### src/rtl/ocm_coef_loader.sv
// Streams a block of coefficient words out of OCM port 2 into an ISI channel
// coefficient store, tagging each read so its data lands at the right location.
module ocm_coef_loader #(
  parameter int ADDR_W     = 14,
  parameter int DATA_W     = 64,
  parameter int LOC_W      = 8,
  parameter int ADDR_STEP  = 4,
  parameter int RD_LATENCY = 2,
  parameter int MAX_WORDS  = 15
) (
  input  logic              clk,
  input  logic              rstn,
  input  logic              start,
  input  logic              abort,
  input  logic [ADDR_W-1:0] base_addr,
  input  logic [LOC_W-1:0]  num_words,
  output logic [ADDR_W-1:0] mem_addr,
  output logic              mem_read,
  input  logic [DATA_W-1:0] mem_rdata,
  output logic              load_mem,
  output logic [LOC_W-1:0]  location,
  output logic [DATA_W-1:0] mem_data,
  output logic              load_done,
  output logic              busy,
  output logic              done,
  output logic              err
);

  localparam logic [LOC_W-1:0]  MAX_N = LOC_W'(MAX_WORDS);
  localparam logic [ADDR_W-1:0] STEP  = ADDR_W'(ADDR_STEP);

  typedef enum logic [1:0] {IDLE, ISSUE, DRAIN} state_t;

  state_t            state;
  logic [LOC_W-1:0]  n_words;
  logic [LOC_W-1:0]  issue_loc;
  logic              start_ok;
  logic              pend;

  // Tag pipe: one stage per OCM read-latency cycle, aligned with mem_rdata.
  logic [RD_LATENCY-1:0] tag_vld_p;
  logic [LOC_W-1:0]      tag_loc_p [RD_LATENCY];

  assign start_ok = (num_words != '0) && (num_words <= MAX_N);
  assign mem_data = mem_rdata;
  assign load_mem = tag_vld_p[RD_LATENCY-1];
  assign location = tag_loc_p[RD_LATENCY-1];

  // Tags still in flight other than the one leaving the pipe this cycle.
  always_comb begin
    pend = 1'b0;
    for (int i = 0; i < RD_LATENCY - 1; i++) pend = pend | tag_vld_p[i];
  end

  always_ff @(posedge clk) begin
    if (!rstn) begin
      state     <= IDLE;
      mem_addr  <= '0;
      mem_read  <= 1'b0;
      load_done <= 1'b0;
      busy      <= 1'b0;
      done      <= 1'b0;
      err       <= 1'b0;
      n_words   <= '0;
      issue_loc <= '0;
      tag_vld_p <= '0;
      for (int i = 0; i < RD_LATENCY; i++) tag_loc_p[i] <= '0;
    end else begin
      done <= 1'b0;
      err  <= 1'b0;
      tag_vld_p[0] <= mem_read;
      tag_loc_p[0] <= issue_loc;
      for (int i = 1; i < RD_LATENCY; i++) begin
        tag_vld_p[i] <= tag_vld_p[i-1];
        tag_loc_p[i] <= tag_loc_p[i-1];
      end

      case (state)
        IDLE: begin
          if (start && !abort) begin
            if (start_ok) begin
              state     <= ISSUE;
              mem_read  <= 1'b1;
              mem_addr  <= base_addr;
              issue_loc <= '0;
              n_words   <= num_words;
              load_done <= 1'b0;
              busy      <= 1'b1;
            end else begin
              err <= 1'b1;
            end
          end
        end
        ISSUE: begin
          if (issue_loc == n_words - LOC_W'(1)) begin
            mem_read <= 1'b0;
            state    <= DRAIN;
          end else begin
            mem_addr  <= mem_addr + STEP;
            issue_loc <= issue_loc + LOC_W'(1);
          end
        end
        DRAIN: begin
          if (!pend) begin
            state     <= IDLE;
            busy      <= 1'b0;
            done      <= 1'b1;
            load_done <= 1'b1;
          end
        end
        default: state <= IDLE;
      endcase

      // Abort overrides whatever the active state decided this cycle.
      if (abort && state != IDLE) begin
        state     <= IDLE;
        mem_read  <= 1'b0;
        busy      <= 1'b0;
        done      <= 1'b0;
        load_done <= 1'b0;
        tag_vld_p <= '0;
      end
    end
  end

endmodule

### config.mk
export PLATFORM = sky130hd
export DESIGN_NAME = ocm_coef_loader
export DESIGN_NICKNAME = d
export VERILOG_FILES = /design/src/rtl/ocm_coef_loader.sv
export SDC_FILE = /design/constraint.sdc
export NUM_CORES = 1
export LEC_CHECK = 0
export CELL_PAD_IN_SITES_DETAIL_PLACEMENT = 0
export CELL_PAD_IN_SITES_GLOBAL_PLACEMENT = 1
export CORE_UTILIZATION = 29
export CTS_BUF_LIST = sky130_fd_sc_hd__clkbuf_8
export DETAILED_ROUTE_END_ITERATION = 10
export PLACE_DENSITY_LB_ADDON = 0.25
export SLEW_MARGIN = 30
export SYNTH_ARGS = -nofsm -noshare
export SYNTH_HDL_FRONTEND = slang
export SYNTH_SLANG_ARGS = --single-unit
### constraint.sdc
create_clock -name clk -period 3.9 [get_ports clk]
set_input_delay 0.39 -clock clk [delete_from_list [all_inputs] [get_ports clk]]
set_output_delay 0.39 -clock clk [all_outputs]
set_load 0.02 [all_outputs]
==> results_dict.tcl, run 1 <==
set metrics [dict create \
    final_area_um2 3280 \
    hold_path_class "reg -> reg" \
    power.density_nw_per_um2 350 \
    first_iter_violations 73 \
    crit_arrival_ps 2900 \
    clockBufferDepth 2 \
    fin_nets 430 \
    crit_path_end_kind "flop" \
    max_stage_delay_ps 460 \
    setup_viol 0 \
    vdd_ir_drop_max_uv 143 \
    tns_ps 0 \
    tritoncts "done" \
    ctsResizeCount 0 \
    fillers 1093 \
    grt_pass1_wl_um 11100 \
    cts.clk_slew.worst_paths_ps 110 \
    cts_root_buf "clkbuf_8" \
    hold_end "tag_loc_p[0][15]$_SDFF_PN0_" \
    ant_nets 0 \
    drive_above_1_share_pct 7.10 \
    crit_buf_inv 1 \
    die-area_um2 11100 \
    synth_area_leaders "dfxtp_1, buf_4, nand2_1" \
    rr_endpoint "mem_addr[6]$_SDFFE_PN0P_" \
    dp_cells 466 \
    worstHoldPathCells 1 \
    cap_violations 0 \
    worstSetupPathType "reg -> reg" \
    core_area_um2 10300 \
    intPower_mw 0.813 \
    cp_slowest_cell "dfxtp_1" \
    power.switching_mw 0.336 \
    place.gp.congestion 0.814 \
    synth_cells 358 \
    grtUsageTotal_pct 12.4 \
    rows 37 \
    clkPwrFrac_pct 28.7 \
    ys.warnings.count 0 \
    pwr-share-seq_pct 53.5 \
    cts_max_level 2 \
    setup_ws_ps 1220 \
    clock_skew_ps 7.11 \
    synth_flop_cell "dfxtp_1" \
    start_kind "flop" \
    power.leakage_nw 1.17 \
    critPathMaxFanout 8 \
    holdBufCountCts 0 \
    tightest_slew_ps 750 \
    firstDrtPassIters 4 \
    grt.overflow.total 0 \
    area_growth_pct 6.24 \
    ys_ff_latch 55 \
    syn_area_um2 3090 \
    switching_share_pct 29.2 \
    outcome "completed" \
    cp_top_family "simple AND/OR/NAND/NOR gates" \
    placed_area_um2 3190 \
    synth_area_leader_cell "dfxtp_1" \
    grt_pass1_vias 2268 \
    avgSynthCellArea_um2 8.63 \
    synth_top_cell_area_share_pct 35.6 \
    min_from "tag_loc_p[0][7]$_SDFF_PN0_" \
    grt_max_degree 31 \
    yosysUniqueCellTypes 57 \
    fin_crit_ps 2680 \
    dieHeight_um 105 \
    synth_edf_count 0 \
    final.period_utilization_pct 68.6 \
    antenna_found_initial 0 \
    routed-via-count 2282 \
    hold_viol_final 0 \
    initial_core_util_pct 29.9 \
    pin_count 182 \
    final_max_slew_viol_count 0 \
    final_cells 474 \
    clk_latency_ps 310 \
    dieWidth_um 105 \
    cts_buffers 5 \
    timing.rr.start "n_words[0]$_SDFFE_PN0P_" \
    reg2regPathDepth 9 \
    hpwlAfterDp_um 4710 \
    diodes 0 \
    crit_required_ps 4120 \
    wirelength_um 6710 \
    combPwrFrac_pct 17.9 \
    rrSetupSlack_ps 1220 \
    post_drt_wl_per_cell_um 14.1 \
    async_flop_share_pct 0 \
    grt_setup_unrepaired "no" \
    fmax_mhz 374 \
    dp_slack_ps 1100 \
    crit_chain "inv_1, ha_1, xnor2_1, a311o_1, nor4b_4, a21oi_2, or2_1, and3_4, a2111oi_4" \
    seq_area_frac_synth_pct 35.6 \
    port_buffers 53 \
    numClockSinks 55 \
    vias_per_cell 4.81 \
    cts_setup_buffers 0 \
    synth_nets 451 \
    slew_headroom_pct 49.4 \
    route.detailed.drc 0 \
]
## metal layers
layer  vias up  global-route usage, %  wire (um)
li1       1131                      -          -
met1      1052                   16.1       3230
met2        85                   20.0       3020
met3        14                   3.22        345
met4         0                   4.12        112
met5         -                      0          0
## final cells by class
cell class              count  area, um2  share of cell area (%)
clock inverters             3       23.8                   0.724
inverters                   8       30.0                   0.915
clock buffers               5       68.8                    2.10
repair buffers             59        576                    17.5
well taps                 136        170                    5.18
multi-input cells         208       1310                    40.0
flip-flops and latches     55       1100                    33.5
## cell usage after synthesis (2+ instances only)
library cell / count
nand2b_1: 5
nor2_1: 18
dfxtp_1: 55
ha_1: 3
nor3_1: 8
buf_6: 5
o22ai_1: 2
a221o_1: 2
nand4_1: 4
a21oi_1: 24
mux2i_1: 2
o41ai_1: 2
o211a_1: 2
or4_1: 2
or3_1: 6
o21ai_0: 8
nand2_1: 34
a211oi_1: 2
o31ai_1: 2
a31oi_1: 3
xor2_1: 2
clkbuf_1: 8
buf_4: 72
nor4_1: 2
and3_1: 7
nor2b_1: 4
and2_1: 16
nand3b_1: 3
inv_1: 7
o221a_2: 2
o221ai_1: 4
xnor2_1: 7
a311oi_1: 2
nand3_1: 10
## state kept, by name (all words and copies together) (netlist names)
name / count
mem_read: 1
busy: 1
err: 1
mem_addr: 14
n_words: 8
issue_loc: 8
state: 2
done: 1
load_done: 1
tag_vld_p: 2
tag_loc_p: 16
## through the flow
| step | hold slack, ps | util [%] | power [mW] |
|---|---|---|---|
| finish | 442 | 31.8 | 1.15 |
| global route | 452 | 31.8 | 1.21 |
| CTS | 444 | 31.8 | 1.17 |
| detailed placement | 417 | 30.9 | 0.833 |
| global placement | 415 | 30.9 | 0.833 |
| floorplan | 412 | - | 0.847 |
## worst max-delay path by stage
stage / from / endpoint / slack, ps / depth (start not counted)
floorplan: n_words[0]$_SDFFE_PN0P_ / mem_addr[6]$_SDFFE_PN0P_ / 1450 / 11
global placement: num_words[0] / mem_addr[2]$_SDFFE_PN0P_ / 1110 / 5
detailed placement: num_words[0] / mem_addr[6]$_SDFFE_PN0P_ / 1100 / 5
CTS: n_words[0]$_SDFFE_PN0P_ / mem_addr[6]$_SDFFE_PN0P_ / 1210 / 9
global route: n_words[0]$_SDFFE_PN0P_ / mem_addr[6]$_SDFFE_PN0P_ / 1040 / 9
finish: n_words[0]$_SDFFE_PN0P_ / mem_addr[6]$_SDFFE_PN0P_ / 1220 / 9
## kinds of logic after synthesis
| family | after synthesis | synth area share [%] |
|---|---|---|
| buffers and inverters | 95 | 21.9 |
| AOI/OAI and AO/OA | 67 | 15.6 |
| and+or+nand+nor | 126 | 21.7 |
| adders and majority gates | 3 | 1.22 |
| xor gates and xnor gates | 10 | 3.28 |
| DFF | 55 | 35.6 |
| muxes | 2 | 0.648 |
## cell usage in the layout (no fill, tap or decap), types with 2 or more instances in the layout
master | netlist | final
nand3b_1 | 3 | 3
o221a_2 | 2 | 2
or3_1 | 6 | 6
mux2i_1 | 2 | 2
nand2b_1 | 5 | 5
ha_1 | 3 | 3
o41ai_1 | 2 | 2
nor3_1 | 8 | 8
a21oi_1 | 24 | 24
and2_1 | 16 | 16
a211oi_1 | 2 | 2
o31ai_1 | 2 | 2
o221ai_1 | 4 | 4
clkbuf_8 | 1 | 5
xnor2_1 | 7 | 7
nor2_1 | 18 | 18
clkinvlp_4 | 0 | 2
inv_1 | 7 | 7
o211a_1 | 2 | 2
o22ai_1 | 2 | 2
nor2b_1 | 4 | 4
nor4_1 | 2 | 2
a31oi_1 | 3 | 3
nand2_1 | 34 | 34
buf_4 | 72 | 6
xor2_1 | 2 | 2
clkdlybuf4s50_1 | 0 | 53
nand3_1 | 10 | 10
a311oi_1 | 2 | 2
a221o_1 | 2 | 2
dfxtp_1 | 55 | 55
and3_1 | 7 | 7
nand4_1 | 4 | 4
o21ai_0 | 8 | 8
or4_1 | 2 | 2
## power by group through the flow
stage / registers (mW) / logic, mW / clock network [mW]
2_1_floorplan: 0.638 / 0.209 / 0
3_5_place_dp: 0.626 / 0.207 / 0
6_report: 0.614 / 0.205 / 0.329
5_1_grt: 0.619 / 0.224 / 0.366
4_1_cts: 0.614 / 0.207 / 0.345
3_3_place_gp: 0.628 / 0.206 / 0
Power figures use the tool's default switching activity.
==> run 2, diff against run 1 <==
- CORE_UTILIZATION: 29 -> 24
- clock period: 3.9 -> 2.4 ns (I/O delays scaled with it)
==> run 2 against run 1 <==
Compared with the run above:
- global-route usage down 1.5 points
- clock skew up 1.4 ps
- die area up 20%
- core utilization down 3.8 points
- first-iteration DRC count up 30%
- critical endpoint is now issue_loc[6]$_SDFFE_PN0P_
- design area up 7.1%
- hold slack worse by 3.4 ps
==> results_dict.tcl, run 2 (same netlist as run 1, synthesis figures left out) <==
set metrics [dict create \
    slew_headroom_pct 66.2 \
    clk_latency_ps 310 \
    hold_path_class "reg -> reg" \
    setup_viol 0 \
    diodes 0 \
    pin_count 182 \
    initial_core_util_pct 24.6 \
    vias_per_cell 4.47 \
    routed-via-count 2362 \
    antenna_found_initial 0 \
    power.density_nw_per_um2 539 \
    grt.overflow.total 0 \
    worstHoldPathCells 1 \
    placed_area_um2 3380 \
    power.leakage_nw 1.29 \
    vdd_ir_drop_max_uv 247 \
    wirelength_um 7220 \
    fin_nets 448 \
    crit_chain "inv_2, ha_4, xor2_1, xnor2_1, a32o_1, a21oi_2, nor3_2, buf_4, or4_1, a21oi_1" \
    route.detailed.drc 0 \
    drive_above_1_share_pct 14.6 \
    final_common_cell "clkdlybuf4s50_1" \
    holdBufCountCts 0 \
    cap_violations 0 \
    rows 41 \
    fmax_mhz 440 \
    critPathMaxFanout 12 \
    cts_root_buf "clkbuf_8" \
    final.period_utilization_pct 94.8 \
    grt_setup_unrepaired "no" \
    firstDrtPassIters 4 \
    hpwlAfterDp_um 5140 \
    largest_reg_flops 16 \
    grt_pass1_wl_um 11400 \
    cp_top_family "compound AO/OA/AOI/OAI gates" \
    port_buffers 53 \
    tns_ps 0 \
    grt_pass1_vias 2198 \
    post_drt_wl_per_cell_um 13.7 \
    largest_register "tag_loc_p" \
    dieHeight_um 115 \
    fillers 1338 \
    numClockSinks 55 \
    max_stage_delay_ps 500 \
    cts_buffers 5 \
    grtUsageTotal_pct 10.9 \
    first_iter_violations 95 \
    tightest_slew_ps 500 \
    cts.clk_slew.worst_paths_ps 100 \
    cts_max_level 2 \
    fin_crit_ps 2270 \
    dieWidth_um 115 \
    clock_skew_ps 8.50 \
    tritoncts "done" \
    worstSetupPathType "reg -> reg" \
    dp_slack_ps 57.9 \
    final_area_um2 3520 \
    cp_slowest_cell "or4_1" \
    final_cell_mix "clkdlybuf4s50_1, dfxtp_1, nand2_1, a21oi_1, buf_4" \
    final_max_slew_viol_count 0 \
    clockBufferDepth 2 \
    crit_path_end_kind "flop" \
    outcome "completed" \
    place.gp.congestion 0.796 \
    reg2regPathDepth 10 \
    core_area_um2 12600 \
    top_regs "tag_loc_p: 16 flops, mem_addr: 14 flops" \
    area_growth_pct 13.8 \
    die-area_um2 13300 \
    worst-path-stages 10 \
    crit_buf_inv 2 \
    crit_arrival_ps 2510 \
    start_kind "flop" \
    crit_required_ps 2630 \
    setup_ws_ps 125 \
    ant_nets 0 \
    grt_max_degree 30 \
    hold_viol_final 0 \
]
==> run 2: cell types whose count changed in the layout (fill, tap and decap cells not counted), moves of 2 or more <==
cell / delta
buf_4: +16
dfxtp_1: -4
dfxtp_2: +3
clkinvlp_4: -2
inv_2: +2
==> run 2: repair_timing <==
action / CTS / global route
endpoints found under the setup margin: 0 / 13
setup buffers: 0 / 2
resized for setup: 0 / 11
==> run 2: area by class of cell <==
type                       instances  area (um2)  area share (%)
timing repair buffer              77         727            20.7
tap                              172         215            6.12
sequential                        55        1110            31.5
inverter                           8        30.0           0.854
multi-input combinational        208        1350            38.5
clock buffer                       5        68.8            1.96
clock inverter                     3        12.5           0.356
==> run 2: report_power, final <==
part	total, mW	internal, mW	switching [mW]
clock	0.506	0.198	0.308
sequential	0.991	0.949	0.0417
combinational	0.400	0.208	0.192
==> run 2: worst paths after layout <==
path	slack, ps	to	start
hold / removal	440	tag_loc_p[0][15]$_SDFF_PN0_	tag_loc_p[0][7]$_SDFF_PN0_
setup reg to reg	130	issue_loc[6]$_SDFFE_PN0P_	n_words[0]$_SDFFE_PN0P_
hold reg to reg	440	tag_loc_p[0][15]$_SDFF_PN0_	tag_loc_p[0][7]$_SDFF_PN0_
setup / recovery	130	issue_loc[6]$_SDFFE_PN0P_	n_words[0]$_SDFFE_PN0P_
==> run 2: through the flow <==
step	hold WS (ps)	total power, mW	std cells	util, %
final	438	1.90	528	28.0
after global placement	415	1.40	518	26.9
after detailed placement	417	1.40	518	26.9
after floorplan	368	1.38	358	-
after CTS	442	1.91	526	27.6
after global routing	457	2.01	528	28.0
==> run 2: per-layer routing <==
| metal | global-route usage, % | vias to the layer above | part of all wire, % |
|---|---|---|---|
| met2 | 17.7 | 61 | 46 |
| met1 | 14.4 | 1114 | 48 |
| met4 | 2.60 | 0 | 1.2 |
| met5 | 0 | - | 0 |
| li1 | - | 1164 | - |
| met3 | 2.82 | 23 | 4.6 |
